$ cat src/rtl/irq_pipe_ctrl_pkg.sv
// Shared definitions for the interrupt / pipeline-stall controller:
// FSM state encoding and default latencies.
package irq_pipe_ctrl_pkg;

  typedef enum logic [1:0] {
    IDLE = 2'd0,
    PEND = 2'd1,
    TAKE = 2'd2
  } irq_state_t;

  localparam int DEF_N_IRQ   = 6;
  localparam int DEF_MUL_LAT = 5;
  localparam int DEF_DIV_LAT = 10;

  function automatic int lat_max(input int a, input int b);
    return (a > b) ? a : b;
  endfunction

endpackage

$ cat src/rtl/irq_pipe_ctrl_if.sv
// Pipeline-control bundle between ID-stage decode/CP0 and the interrupt/stall controller.
interface irq_pipe_ctrl_if
  import irq_pipe_ctrl_pkg::*;
#(
  parameter int N_IRQ = DEF_N_IRQ
);
  logic [N_IRQ-1:0] irq_req;
  logic [N_IRQ-1:0] irq_mask;
  logic             exl;
  logic             hazard_stall;
  logic             fifo_full;
  logic             id_ctrl_xfer;
  logic             id_eret;
  logic             id_md_mul;
  logic             id_md_div;
  logic             id_md_use;

  logic             pc_write;
  logic             if_flush;
  logic             id_flush;
  logic             exl_set;
  logic             exl_clr;
  logic             npc_from_epc;
  logic [N_IRQ-1:0] irq_cause;
  logic             md_busy;
  logic             md_done;

  modport slave (
    input  irq_req, irq_mask, exl, hazard_stall, fifo_full,
           id_ctrl_xfer, id_eret, id_md_mul, id_md_div, id_md_use,
    output pc_write, if_flush, id_flush, exl_set, exl_clr,
           npc_from_epc, irq_cause, md_busy, md_done
  );

  modport master (
    output irq_req, irq_mask, exl, hazard_stall, fifo_full,
           id_ctrl_xfer, id_eret, id_md_mul, id_md_div, id_md_use,
    input  pc_write, if_flush, id_flush, exl_set, exl_clr,
           npc_from_epc, irq_cause, md_busy, md_done
  );
endinterface

$ cat src/rtl/md_latency_cnt.sv
// Multiply/divide latency tracker: down-counter loaded on issue, busy while
// nonzero, one-cycle registered done pulse once the result is ready.
module md_latency_cnt
  import irq_pipe_ctrl_pkg::*;
#(
  parameter int MUL_LAT = DEF_MUL_LAT,
  parameter int DIV_LAT = DEF_DIV_LAT
) (
  input  logic clk,
  input  logic reset,
  input  logic issue_mul,
  input  logic issue_div,
  output logic md_busy,
  output logic md_done
);
  localparam int CW = $clog2(lat_max(MUL_LAT, DIV_LAT) + 1);

  logic [CW-1:0] cnt;
  logic [CW-1:0] load_val;
  logic          issue;
  logic          done_q;

  assign issue    = issue_mul | issue_div;
  assign load_val = issue_div ? CW'(DIV_LAT - 1) : CW'(MUL_LAT - 1);

  // Issue is only possible while idle (the top stalls MD ops when busy),
  // so a load never lands mid-count. A zero load is a latency-1 op.
  always_ff @(posedge clk or negedge reset) begin
    if (!reset) begin
      cnt    <= '0;
      done_q <= 1'b0;
    end else begin
      done_q <= (cnt == CW'(1)) || (issue && (load_val == '0));
      if (issue)
        cnt <= load_val;
      else if (cnt != '0)
        cnt <= cnt - CW'(1);
    end
  end

  assign md_busy = (cnt != '0);
  assign md_done = done_q;

endmodule

$ cat src/rtl/irq_pipe_ctrl.sv
// Interrupt take/eret sequencing and pipeline stall/flush control for a
// 5-stage MIPS-style core, including multiply/divide occupancy stalls.
module irq_pipe_ctrl
  import irq_pipe_ctrl_pkg::*;
#(
  parameter int N_IRQ   = DEF_N_IRQ,
  parameter int MUL_LAT = DEF_MUL_LAT,
  parameter int DIV_LAT = DEF_DIV_LAT
) (
  input  logic            clk,
  input  logic            reset,
  irq_pipe_ctrl_if.slave  bus
);
  irq_state_t       state;
  logic [N_IRQ-1:0] cause_q;
  logic             exl_set_q;
  logic             if_flush_q;
  logic             pend;
  logic             md_busy;
  logic             md_stall;
  logic             stall;
  logic             pc_write;

  assign pend     = (|(bus.irq_req & bus.irq_mask)) & ~bus.exl;
  assign md_stall = md_busy & (bus.id_md_mul | bus.id_md_div | bus.id_md_use);
  assign stall    = bus.hazard_stall | md_stall;
  assign pc_write = ~stall & ~bus.fifo_full;

  md_latency_cnt #(
    .MUL_LAT (MUL_LAT),
    .DIV_LAT (DIV_LAT)
  ) u_md_cnt (
    .clk       (clk),
    .reset     (reset),
    .issue_mul (pc_write & bus.id_md_mul),
    .issue_div (pc_write & bus.id_md_div),
    .md_busy   (md_busy),
    .md_done   (bus.md_done)
  );

  // Take only when ID holds neither a control transfer (EPC would point into
  // a delay slot) nor an eret; otherwise the interrupt waits in PEND.
  always_ff @(posedge clk or negedge reset) begin
    if (!reset) begin
      state      <= IDLE;
      cause_q    <= '0;
      exl_set_q  <= 1'b0;
      if_flush_q <= 1'b0;
    end else begin
      exl_set_q  <= 1'b0;
      if_flush_q <= 1'b0;
      case (state)
        IDLE: if (pend) state <= PEND;
        PEND: begin
          if (!pend)
            state <= IDLE;
          else if (pc_write && !bus.id_ctrl_xfer && !bus.id_eret) begin
            state      <= TAKE;
            cause_q    <= bus.irq_req & bus.irq_mask;
            exl_set_q  <= 1'b1;
            if_flush_q <= 1'b1;
          end
        end
        TAKE:    state <= IDLE;
        default: state <= IDLE;
      endcase
    end
  end

  assign bus.pc_write     = pc_write;
  assign bus.id_flush     = stall;
  assign bus.if_flush     = if_flush_q;
  assign bus.exl_set      = exl_set_q;
  assign bus.exl_clr      = bus.id_eret & pc_write & (state != TAKE);
  assign bus.npc_from_epc = bus.id_eret & pc_write & (state != TAKE);
  assign bus.irq_cause    = cause_q;
  assign bus.md_busy      = md_busy;

endmodule

$ cat src/flat_wrapper.sv
// flat-port wrapper written by rule: the top's interface ports become plain ports
module irq_pipe_ctrl_flat import irq_pipe_ctrl_pkg::*;
#(
  parameter int N_IRQ   = DEF_N_IRQ,
  parameter int MUL_LAT = DEF_MUL_LAT,
  parameter int DIV_LAT = DEF_DIV_LAT
)
  (clk, reset, bus_irq_req, bus_irq_mask, bus_exl, bus_hazard_stall, bus_fifo_full, bus_id_ctrl_xfer, bus_id_eret, bus_id_md_mul, bus_id_md_div, bus_id_md_use, bus_pc_write, bus_if_flush, bus_id_flush, bus_exl_set, bus_exl_clr, bus_npc_from_epc, bus_irq_cause, bus_md_busy, bus_md_done);
  irq_pipe_ctrl_if #(.N_IRQ(N_IRQ)) bus_i ();
  input  logic clk;
  input  logic reset;
  input wire logic [$bits(bus_i.irq_req)-1:0] bus_irq_req;
  input wire logic [$bits(bus_i.irq_mask)-1:0] bus_irq_mask;
  input wire logic [$bits(bus_i.exl)-1:0] bus_exl;
  input wire logic [$bits(bus_i.hazard_stall)-1:0] bus_hazard_stall;
  input wire logic [$bits(bus_i.fifo_full)-1:0] bus_fifo_full;
  input wire logic [$bits(bus_i.id_ctrl_xfer)-1:0] bus_id_ctrl_xfer;
  input wire logic [$bits(bus_i.id_eret)-1:0] bus_id_eret;
  input wire logic [$bits(bus_i.id_md_mul)-1:0] bus_id_md_mul;
  input wire logic [$bits(bus_i.id_md_div)-1:0] bus_id_md_div;
  input wire logic [$bits(bus_i.id_md_use)-1:0] bus_id_md_use;
  output wire logic [$bits(bus_i.pc_write)-1:0] bus_pc_write;
  output wire logic [$bits(bus_i.if_flush)-1:0] bus_if_flush;
  output wire logic [$bits(bus_i.id_flush)-1:0] bus_id_flush;
  output wire logic [$bits(bus_i.exl_set)-1:0] bus_exl_set;
  output wire logic [$bits(bus_i.exl_clr)-1:0] bus_exl_clr;
  output wire logic [$bits(bus_i.npc_from_epc)-1:0] bus_npc_from_epc;
  output wire logic [$bits(bus_i.irq_cause)-1:0] bus_irq_cause;
  output wire logic [$bits(bus_i.md_busy)-1:0] bus_md_busy;
  output wire logic [$bits(bus_i.md_done)-1:0] bus_md_done;
  assign bus_i.irq_req = bus_irq_req;
  assign bus_i.irq_mask = bus_irq_mask;
  assign bus_i.exl = bus_exl;
  assign bus_i.hazard_stall = bus_hazard_stall;
  assign bus_i.fifo_full = bus_fifo_full;
  assign bus_i.id_ctrl_xfer = bus_id_ctrl_xfer;
  assign bus_i.id_eret = bus_id_eret;
  assign bus_i.id_md_mul = bus_id_md_mul;
  assign bus_i.id_md_div = bus_id_md_div;
  assign bus_i.id_md_use = bus_id_md_use;
  assign bus_pc_write = bus_i.pc_write;
  assign bus_if_flush = bus_i.if_flush;
  assign bus_id_flush = bus_i.id_flush;
  assign bus_exl_set = bus_i.exl_set;
  assign bus_exl_clr = bus_i.exl_clr;
  assign bus_npc_from_epc = bus_i.npc_from_epc;
  assign bus_irq_cause = bus_i.irq_cause;
  assign bus_md_busy = bus_i.md_busy;
  assign bus_md_done = bus_i.md_done;
  irq_pipe_ctrl #(.N_IRQ(N_IRQ), .MUL_LAT(MUL_LAT), .DIV_LAT(DIV_LAT)) u_core (.clk(clk), .reset(reset), .bus(bus_i));
endmodule
$ cat config.mk
export PLATFORM = sky130hd
export DESIGN_NAME = irq_pipe_ctrl_flat
export DESIGN_NICKNAME = d
export VERILOG_FILES = /design/src/rtl/irq_pipe_ctrl_pkg.sv /design/src/rtl/irq_pipe_ctrl_if.sv /design/src/rtl/md_latency_cnt.sv /design/src/rtl/irq_pipe_ctrl.sv /design/src/flat_wrapper.sv
export SDC_FILE = /design/constraint.sdc
export NUM_CORES = 1
export LEC_CHECK = 0
export CAP_MARGIN = 20
export CORE_MARGIN = 2
export CORE_UTILIZATION = 39
export DETAILED_ROUTE_END_ITERATION = 7
export PLACE_DENSITY = 0.77
export SYNTH_ARGS = -nofsm -noshare
export SYNTH_HDL_FRONTEND = slang
export SYNTH_SLANG_ARGS = --single-unit
export TNS_END_PERCENT = 10
$ cat constraint.sdc
create_clock -name clk -period 2.5 [get_ports clk]
set_input_delay 0.25 -clock clk [delete_from_list [all_inputs] [get_ports clk]]
set_output_delay 0.25 -clock clk [all_outputs]
set_load 0.01 [all_outputs]
==> results.txt <==
Rows - 15
VDD IR-drop max - 480.0 uV
Complex-gate fraction of the synthesized area - 11.39%
Hold-fix buffers, CTS - 0
Met1 usage - 17.88%
Post-DP HPWL - 1315 um
Fin crit share - 91.01%
Mapped Area - 747.0 sq um
FILL cells - 170
Max-slew headroom - 57.97%
# port buffers - 35
Core ar. - 0.001764 sq mm
Outcome - completed
Yosys Warn Count - 0
Vias per cell - 4.529
# H-tree levels - 1
Final setup viols - 0
DR DRC count - 0
Syn_nets - 99
CTS Root Cell - clkbuf_4
Clock Latency Late Sink - 260 ps
Setup Skew - 4.729 ps
Via count - 616
Min Tclk post-route - 2275 ps
Overall power - 0.7920 mW
CTS tree - done
Ratio of cells with drive above 1 in the final layout - 8.108%
Crit path launch type - flip-flop
HP Class - in -> async
P&R area growth vs syn - 53.10%
Most Crowded Layer GR - met2
Grt total ovfl - 0
N_diodes - 0
Grt met2 use - 25.60%
Post-route ant nets - 0
Hold Violations, Final - 0
Worst-path clk slew - 80 ps
Final worst slack - 224.7 ps
Area of the multi-input gates - 340.3 sq um
Post-Synth Adder-Cell Area - 5.025%
Pwr dens - 692.5 mW/mm^2
Synth Area in Simple Gates - 17.59%
Die Span Y - 47.77 um
Routed wire length - 1530 um
Gr usage total - 14.81%
Critical path type - reg -> out
Largest family of logic cells by synthesized area - simple AND/OR/NAND/NOR gates
Synth Area in XOR/XNOR - 3.518%
Tightest hold margin - 373.0 ps
Setup TNS - 0 ps
DR iter-0 viols - 3
Worst slack, placed - 333.3 ps
Mux share of post-synthesis cell area - 8.040%
Fin. max-slew vios - 0
First-pass GRT wire length - 2311 um
Clock buffer depth - 2
Cells after synthesis - 74
Die area - 0.002282 sq mm
Post-CTS sizing - 0
Syn avg cell area - 10.09 sq um
Met3 track demand over resource - 2.642%
Flops & latches, synth - 14
Max FO, Critical Path - 5
Max Cap Violations - 0
Unrepaired setup endpoints after global routing - false
DR WL/cell - 11.25 um
Final GP Congestion - 0.7414
Leak - 0.5143 nW
NumNets Final - 138
Commonest non-fill, non-tap cell in the layout - clkdlybuf4s50_1
Sequential cell area - 350.3 sq um
Worst slew pin tran - 628.6 ps
DRT Pass-1 Iters - 3
Initial antenna violation count - 0
Clock Sinks - 14
Largest net degree at the start of global routing - 15
Worst setup EP type - output pin
Die W - 47.77 um
Worst Path Required - 2250 ps
Number of global-route vias before repair - 579
Cell variety after synth - 23
Num CTS Buffers - 3
Critical path arrival - 2030 ps
Fmax - 439.5 MHz
Sequential area share after synthesis - 46.90%
Postcts setup bufs - 0
Commonest cells after routing, fill and taps aside - 35 x clkdlybuf4s50_1, 14 x dfrtp_1, 11 x inv_1
Starting Density - 42.34%
Top Ports - 36
==> state kept, by name, indices dropped and copies added (netlist names) <==
signal	cells
u_core.u_md_cnt.md_done	1
u_core.state	2
u_core.bus.exl_set	1
u_core.bus.irq_cause	6
u_core.u_md_cnt.cnt	4
==> Yosys cell counts <==
master,number,share of area (%)
nand2_1,7,3.5
a31oi_1,1,0.84
dfrtp_1,14,47
nor2_1,8,4.0
inv_1,11,5.5
or2_2,1,0.84
a41o_1,1,1.3
o21ai_4,1,2.2
o21ai_0,3,2.0
a22oi_1,2,2.0
buf_4,2,2.0
nor3_4,1,2.2
nor3b_4,1,2.5
o21bai_1,1,1.0
xnor2_1,3,3.5
o21a_1,1,1.0
a211oi_1,1,1.0
nand3_1,1,0.67
ha_1,3,5.0
and2_1,1,0.84
mux2i_1,6,8.0
and3_2,1,1.0
nor3_1,3,2.0
==> where the power goes <==
group	switching, mW	internal (mW)
Combinational	0.144	0.196
Clock	0.0632	0.0554
Sequential	0.0479	0.285
Total	0.255	0.537
==> kinds of logic after synthesis <==
family,count (synthesis)
DFF,14
xor gates and xnor gates,3
adders and majority gates,3
buffers and inverters,13
and+or+nand+nor,24
muxes,6
AOI/OAI and AO/OA,11
==> worst max-delay path, stage by stage, from the launching register on <==
cell and delay [ps]:
dfrtp_1 400, inv_1 110, ha_1 170, nor3b_4 260
o21ai_4 120, nor2_1 150, clkdlybuf4s50_1 550
==> layer usage <==
| metal | part of all wire (%) | wire length, um |
|---|---|---|
| met5 | 0 | 0 |
| met2 | 52 | 791 |
| met4 | 1.3 | 20 |
| met1 | 42 | 643 |
| met3 | 4.9 | 75 |
==> through the flow <==
step	cell area [sq um]	cells	util, %
6_report	1144	136	64.82
2_1_floorplan	747.0	74	-
3_5_place_dp	1121	133	63.55
5_1_grt	1144	136	64.82
4_1_cts	1144	136	64.82
3_3_place_gp	1121	133	63.55
==> area by class of cell <==
type,count,share of cell area [%]
Tap cell,25,2.735
Timing Repair Buffer,36,31.29
Inverter,11,3.610
Sequential cell,14,30.63
Multi-Input combinational cell,47,29.76
Clock buffer,3,1.969
==> final timing paths <==
check | from | end | slack (ps) | depth (start not counted)
min in group clk | u_core.state[0]$_DFFE_PN0P_ | u_core.state[0]$_DFFE_PN0P_ | 500 | 1
hold / removal | reset | u_core.u_md_cnt.cnt[1]$_DFFE_PN0P_ | 370 | 1
max in group asynchronous | reset | u_core.bus.exl_set$_DFF_PN0_ | 1720 | 1
hold reg to reg | u_core.state[0]$_DFFE_PN0P_ | u_core.state[0]$_DFFE_PN0P_ | 500 | 1
setup reg to reg | u_core.u_md_cnt.cnt[0]$_DFFE_PN0P_ | u_core.bus.irq_cause[1]$_DFFE_PN0P_ | 690 | 6
setup / recovery | u_core.u_md_cnt.cnt[0]$_DFFE_PN0P_ | bus_exl_clr | 220 | 6
Note: power is estimated with default switching activity, not from simulation.
